==> src/rtl/lsu_dccm_scrub_pkg.sv <==
// Shared types and widths for the DCCM single-bit-error scrub buffer.
package lsu_dccm_scrub_pkg;

    localparam int unsigned DCCM_ADDR_W = 16;
    localparam int unsigned DCCM_DATA_W = 39;

    localparam int unsigned STAT_W = 16;

    // One queued write-back: corrected word and where it goes.
    typedef struct packed {
        logic                   valid;
        logic [DCCM_ADDR_W-1:0] addr;
        logic [DCCM_DATA_W-1:0] data;
    } dccm_scrub_entry_t;

    // Saturating increment for the statistics counters.
    function automatic logic [STAT_W-1:0] sat_inc(input logic [STAT_W-1:0] v);
        return (v == '1) ? v : v + STAT_W'(1);
    endfunction

endpackage

==> src/rtl/lsu_dccm_scrub_cam.sv <==
// Parallel address compare of all queue entries against the capture and LSU write addresses.
module lsu_dccm_scrub_cam #(
    parameter int unsigned DEPTH  = 4,
    parameter int unsigned ADDR_W = 16
) (
    input  logic [DEPTH-1:0]             valid,
    input  logic [DEPTH-1:0][ADDR_W-1:0] addr,
    input  logic [ADDR_W-1:0]            sec_addr,
    input  logic [ADDR_W-1:0]            lsu_addr,
    output logic [DEPTH-1:0]             sec_hit_c,
    output logic [DEPTH-1:0]             lsu_hit_c
);

    // Valid-qualified equality per entry; duplicates are never allocated so hits are one-hot.
    always_comb begin
        sec_hit_c = '0;
        lsu_hit_c = '0;
        for (int i = 0; i < int'(DEPTH); i++) begin
            sec_hit_c[i] = valid[i] && (addr[i] == sec_addr);
            lsu_hit_c[i] = valid[i] && (addr[i] == lsu_addr);
        end
    end

endmodule

==> src/rtl/lsu_dccm_scrub.sv <==
// DCCM single-bit-error write-back buffer and final DCCM write-port mux (LSU has priority).
// Optional statistics counters are enabled by defining RV_DCCM_SCRUB_STATS_EN.
module lsu_dccm_scrub
    import lsu_dccm_scrub_pkg::*;
#(
    parameter int unsigned DEPTH  = 4,
    parameter int unsigned ADDR_W = DCCM_ADDR_W,
    parameter int unsigned DATA_W = DCCM_DATA_W
) (
    input  logic              clk,
    input  logic              rst_l,
    input  logic              lsu_freeze_dc3,
    input  logic              dec_tlu_core_ecc_disable,
    input  logic              sec_valid,
    input  logic [ADDR_W-1:0] sec_addr,
    input  logic [DATA_W-1:0] sec_data,
    input  logic              lsu_dccm_wren,
    input  logic              lsu_dccm_rden,
    input  logic [ADDR_W-1:0] lsu_dccm_wr_addr,
    input  logic [DATA_W-1:0] lsu_dccm_wr_data,
    output logic              dccm_wren,
    output logic [ADDR_W-1:0] dccm_wr_addr,
    output logic [DATA_W-1:0] dccm_wr_data,
    output logic              scrub_pending,
`ifdef RV_DCCM_SCRUB_STATS_EN
    output logic [15:0]       scrub_wr_cnt,
    output logic [15:0]       scrub_drop_cnt,
`endif
    output logic              scrub_overflow
);

    localparam int unsigned IDX_W = $clog2(DEPTH);
    localparam int unsigned PTR_W = IDX_W + 1;

    // Entry storage is typed from the package, so the widths must agree.
    if (ADDR_W != DCCM_ADDR_W || DATA_W != DCCM_DATA_W || DEPTH < 2 ||
        (DEPTH & (DEPTH - 1)) != 0) begin : g_bad_cfg
        $error("lsu_dccm_scrub: unsupported DEPTH/ADDR_W/DATA_W");
    end

    logic [PTR_W-1:0]             rd_ptr;
    logic [PTR_W-1:0]             wr_ptr;
    dccm_scrub_entry_t            q [DEPTH];
    dccm_scrub_entry_t            head;
    logic [DEPTH-1:0]             vld;
    logic [DEPTH-1:0][ADDR_W-1:0] addrs;
    logic [DEPTH-1:0]             sec_hit;
    logic [DEPTH-1:0]             lsu_hit;
    logic empty, full, idle, issue, pop;
    logic cap_try, cap_live, cap_merge, cap_drop, cap_alloc;

    // Flatten entry fields for the compare array.
    always_comb begin
        vld   = '0;
        addrs = '0;
        for (int i = 0; i < int'(DEPTH); i++) begin
            vld[i]   = q[i].valid;
            addrs[i] = q[i].addr;
        end
    end

    lsu_dccm_scrub_cam #(
        .DEPTH  (DEPTH),
        .ADDR_W (ADDR_W)
    ) u_cam (
        .valid     (vld),
        .addr      (addrs),
        .sec_addr  (sec_addr),
        .lsu_addr  (lsu_dccm_wr_addr),
        .sec_hit_c (sec_hit),
        .lsu_hit_c (lsu_hit)
    );

    // Queue status, issue/pop and capture decisions; full is taken before any pop.
    always_comb begin
        head      = q[rd_ptr[IDX_W-1:0]];
        empty     = (rd_ptr == wr_ptr);
        full      = (rd_ptr[IDX_W-1:0] == wr_ptr[IDX_W-1:0]) && (rd_ptr[IDX_W] != wr_ptr[IDX_W]);
        idle      = !(lsu_dccm_wren || lsu_dccm_rden || lsu_freeze_dc3);
        issue     = idle && head.valid;
        pop       = !empty && (issue || !head.valid);
        cap_try   = sec_valid && !dec_tlu_core_ecc_disable;
        cap_live  = cap_try && !(lsu_dccm_wren && (lsu_dccm_wr_addr == sec_addr));
        cap_merge = cap_live && (|sec_hit);
        cap_drop  = cap_live && !(|sec_hit) && full;
        cap_alloc = cap_live && !(|sec_hit) && !full;
    end

    // Write-port mux: LSU first, otherwise the queue head on idle cycles.
    always_comb begin
        dccm_wren    = issue;
        dccm_wr_addr = head.addr;
        dccm_wr_data = head.data;
        if (lsu_dccm_wren) begin
            dccm_wren    = 1'b1;
            dccm_wr_addr = lsu_dccm_wr_addr;
            dccm_wr_data = lsu_dccm_wr_data;
        end
    end

    assign scrub_pending = |vld;

    // Entry storage: LSU hazard invalidate, in-place merge, pop clear, allocation.
    always_ff @(posedge clk or negedge rst_l) begin
        if (!rst_l) begin
            for (int i = 0; i < int'(DEPTH); i++) begin
                q[i] <= '0;
            end
        end else begin
            for (int i = 0; i < int'(DEPTH); i++) begin
                if (lsu_dccm_wren && lsu_hit[i]) begin
                    q[i].valid <= 1'b0;
                end
                if (cap_merge && sec_hit[i]) begin
                    q[i].data <= sec_data;
                end
                if (pop && (IDX_W'(i) == rd_ptr[IDX_W-1:0])) begin
                    q[i].valid <= 1'b0;
                end
                if (cap_alloc && (IDX_W'(i) == wr_ptr[IDX_W-1:0])) begin
                    q[i] <= '{valid: 1'b1, addr: sec_addr, data: sec_data};
                end
            end
        end
    end

    // Pointers and sticky overflow flag.
    always_ff @(posedge clk or negedge rst_l) begin
        if (!rst_l) begin
            rd_ptr         <= '0;
            wr_ptr         <= '0;
            scrub_overflow <= 1'b0;
        end else begin
            if (pop) begin
                rd_ptr <= rd_ptr + PTR_W'(1);
            end
            if (cap_alloc) begin
                wr_ptr <= wr_ptr + PTR_W'(1);
            end
            if (cap_drop) begin
                scrub_overflow <= 1'b1;
            end
        end
    end

`ifdef RV_DCCM_SCRUB_STATS_EN
    // Saturating counts of issued scrub writes and captures dropped on full.
    always_ff @(posedge clk or negedge rst_l) begin
        if (!rst_l) begin
            scrub_wr_cnt   <= '0;
            scrub_drop_cnt <= '0;
        end else begin
            if (issue) begin
                scrub_wr_cnt <= sat_inc(scrub_wr_cnt);
            end
            if (cap_drop) begin
                scrub_drop_cnt <= sat_inc(scrub_drop_cnt);
            end
        end
    end
`endif

endmodule

==> config.mk <==
export PLATFORM = sky130hd
export DESIGN_NAME = lsu_dccm_scrub
export DESIGN_NICKNAME = d
export VERILOG_FILES = /design/src/rtl/lsu_dccm_scrub_pkg.sv /design/src/rtl/lsu_dccm_scrub_cam.sv /design/src/rtl/lsu_dccm_scrub.sv
export SDC_FILE = /design/constraint.sdc
export NUM_CORES = 1
export LEC_CHECK = 0
export CAP_MARGIN = 20
export CORE_MARGIN = 2
export CORE_UTILIZATION = 25
export CTS_BUF_LIST = sky130_fd_sc_hd__clkbuf_4
export CTS_CLUSTER_DIAMETER = 60
export DETAILED_ROUTE_END_ITERATION = 16
export HOLD_SLACK_MARGIN = 0.15
export SLEW_MARGIN = 15
export SYNTH_ARGS = -nofsm -noshare
export SYNTH_HDL_FRONTEND = slang
export SYNTH_SLANG_ARGS = --single-unit
export TNS_END_PERCENT = 20
==> constraint.sdc <==
create_clock -name clk -period 4.7 [get_ports clk]
set_input_delay 0.94 -clock clk [delete_from_list [all_inputs] [get_ports clk]]
set_output_delay 0.94 -clock clk [all_outputs]
set_load 0.02 [all_outputs]
==> key figures <==
Global routing
  – GR met3 Demand/Resource: 4.558%
  – First-pass GRT wire length: 54540 um
  – Total track usage: 13.67%
  – Largest net degree at the start of global routing: 118
  – GR Util met1: 17.05%
  – Initial antenna violation count: 4
  – GRT overflow: 0
  – Grt peak-use layer: met2
  – GR Layer Usage met2: 22.13%
  – Number of global-route vias before repair: 9011

Worst hold path
  – Hold WC Path Type: in -> async

Worst setup path
  – CP Capture Point: dccm_wr_data[0]
  – FF-to-FF Start: addrs[48]
  – Worst R2R Setup Slack: 1520 ps
  – Reg2Reg Capture Point: q[125]
  – Crit Path Max Fanout: 30
  – Startpoint types: flip-flop
  – Arr. time, crit path: 3270 ps
  – CP Class: reg -> out
  – Setup crit end kind: output port
  – CP max-delay cell: dfrtp_4
  – Crit path cell chain: buf_12 -> mux4_2 -> mux2_2 -> clkdlybuf4s50_1
  – Setup crit start: rd_ptr[0]
  – Slowest cell delay on critical path: 770 ps
  – FF-to-FF path depth: 9
  – WP data required: 3760 ps

Timing
  – Final period util: 89.53%
  – Rel. slew slack: 35.91%
  – Final hold vios: 0
  – Time the worst path needs with I/O delays and setup: 4208 ps
  – Layout Skew: 55.56 ps
  – Fin Hold WS: 270.8 ps
  – RSZ-0062 raised after global routing: false
  – Slew at the pin with the worst max-slew slack: 961.3 ps
  – Pins Over Slew Limit: 0
  – Final setup fails: 0
  – Setup TNS: 0 ps
  – Fmax: 237.6 MHz

Die
  – Die Ht: 231.0 um
  – Initial core utilization: 25.20%
  – FP Rows: 83
  – Die ar.: 53340 um2
  – IO Count: 175
  – Die Wd: 231.0 um
  – Core area: 51090 um2

Power
  – Sw frac: 35.56%
  – Sw power: 3.827 mW
  – Combinational group share of total power: 46.7%
  – LEAKAGE: 6.538 nW
  – Power per standard cell area: 658.4 nW/um2
  – VDD IR max: 0.2780 mV
  – Total power draw: 10.76 mW
  – Internal power: 6.934 mW
  – Clock network power share: 17.1%
  – Seq pwr share: 36.2%

Route
  – DR iter-0 viols: 390
  – Vias post-DR: 8377
  – Via density: 4.523
  – WL/cell: 19.24 um
  – DRT antenna net count: 0
  – Router iterations before antenna repair: 4
  – Drt total wl: 35640 um
  – Residual DRC: 0

Placement
  – PortBufs: 174
  – Placed Area: 15520 um2
  – Dpl cells: 1736
  – Placer congestion estimate: 0.8833
  – Post-DP HPWL: 25040 um

Logic synthesis
  – Sequential fraction of the synthesis area: 44.89%
  – Warnings, synthesis: 0
  – Flops & latches, synth: 231
  – Post-Syn Instances: 911
  – Mapped cell area: 12880 um2
  – Syn Area/Cell: 14.14 um2
  – Post-synth EDFFs: 0
  – Primary FF master, synth: dfrtp_1
  – Syn Nets: 1036
  – FFs w/ async S/R, synth: 100.0%
  – Post-synthesis cell type count: 37

Clocking
  – CTS tree: built
  – H-Tree Depth: 3
  – CTS resizes: 0
  – Post-CTS Setup Bufs: 0
  – CTS Buffer Depth: 3
  – Num Clock Sinks: 231
  – Hold_buf cts: 0
  – CTS Buf Count: 72
  – CTS clk-pin slew, worst paths: 60 ps
  – Root buffer cell: clkbuf_4
  – Later-pin clock latency in the skew report: 740 ps

Layout
  – Filler cell count: 5208
  – Finished Layout Cells: 1852
  – Design Area, Final: 16340 um2
  – Layout cells sized above 1: 40.92%
  – Layout area overhead: 26.92%
  – Final nets: 1255

Run
  – Max Cap Viol: 0

Outcome
  – Status: complete, no violations
## synthesized netlist by cell type, types with 5 or more instances
| library cell | instances | share of area, % |
|---|---|---|
| nor4_1 | 12 | 0.58 |
| xnor2_1 | 132 | 9.0 |
| nand4_1 | 30 | 1.5 |
| buf_1 | 6 | 0.17 |
| buf_2 | 24 | 0.93 |
| mux2_2 | 231 | 20 |
| buf_4 | 22 | 1.3 |
| nand3_1 | 21 | 0.82 |
| mux2_1 | 15 | 1.3 |
| xor2_1 | 19 | 1.3 |
| dfrtp_1 | 231 | 45 |
| mux4_2 | 56 | 9.8 |
| nand2_1 | 14 | 0.41 |
| nor3_1 | 7 | 0.27 |
| inv_1 | 5 | 0.15 |
| nor2_1 | 6 | 0.17 |
| clkbuf_1 | 13 | 0.38 |
| buf_6 | 5 | 0.44 |
| mux2_4 | 30 | 3.5 |
| ha_1 | 8 | 0.78 |
## stage by stage
step                      util [%]  worst slack, ps
after floorplan                  -             1519
after global placement       30.38            119.7
after detailed placement     30.38            207.8
after CTS                    31.97            313.2
after global routing         31.98            230.3
final                        31.99            492.0
## cells by family after synthesis
family	Yosys count	synth area share (%)
AND/OR/NAND/NOR	101	4.547
buffers and inverters	78	3.819
multiplexers	332	34.80
adder cells (fa/ha/maj)	8	0.7773
XOR/XNOR	151	10.27
AO/OA/AOI/OAI	10	0.8938
flip-flops	231	44.89
## metal layers
layer	share of wire, %	vias up
met1	42	4262
met2	48	262
li1	-	3781
met4	2.6	4
met3	7.2	68
met5	0.065	-
## layout by cell type (no fill, tap or decap), types with 2 or more instances in the layout
cell	n
mux2_4	30
xnor2_1	132
a31oi_4	4
clkdlybuf4s50_1	172
clkinv_2	2
buf_12	13
nor3_1	7
inv_2	2
clkinv_1	11
nor4_1	12
a21o_1	2
xor2_1	19
diode_2	4
inv_1	5
ha_1	8
nand2_1	14
nand3_1	21
buf_4	32
clkbuf_4	94
mux2_2	231
mux2_1	15
dfrtp_1	229
mux4_2	56
nand4_1	30
nor2_1	6
nand3_2	3
## flip-flops by register name, indices dropped and copies added (netlist names)
register,count
wr_ptr,3
scrub_overflow,1
q,160
addrs,64
rd_ptr,3
## power by group through the flow
stage	Combinational (mW)	Sequential (mW)	Clock (mW)
after floorplan	3.66	3.55	0
after global placement	5.04	3.87	0
after detailed placement	5.08	3.93	0
after CTS	5.11	3.90	1.94
after global routing	5.38	4.04	2.06
final	5.02	3.90	1.84
## how the worst min path moves through the flow
| stage | slack, ps | start | end |
|---|---|---|---|
| floorplan | 460 | q[196] | q[196] |
| global placement | 450 | scrub_overflow | scrub_overflow |
| detailed placement | 460 | scrub_overflow | scrub_overflow |
| CTS | 230 | rst_l | q[88] |
| global route | 250 | rst_l | q[136] |
| finish | 270 | rst_l | q[27] |
## area by class of cell
cell class	instances	area, um2	area share [%]
Antenna cell	4	10.01	0.06124
Clock buffer	94	705.7	4.318
Clock inverter	18	105.1	0.6430
Inverter	5	18.77	0.1148
Multi-Input combinational cell	602	6631	40.57
Sequential cell	231	5786	35.40
Tap cell	680	850.8	5.206
Timing Repair Buffer	218	2237	13.69
## worst max-delay path: cells and delay by family, from the launching register on
family | cells | cell delay, ps
flip-flops | 1 | 770
multiplexers | 2 | 880
buffers and inverters | 2 | 880
Power figures use the tool's default switching activity.
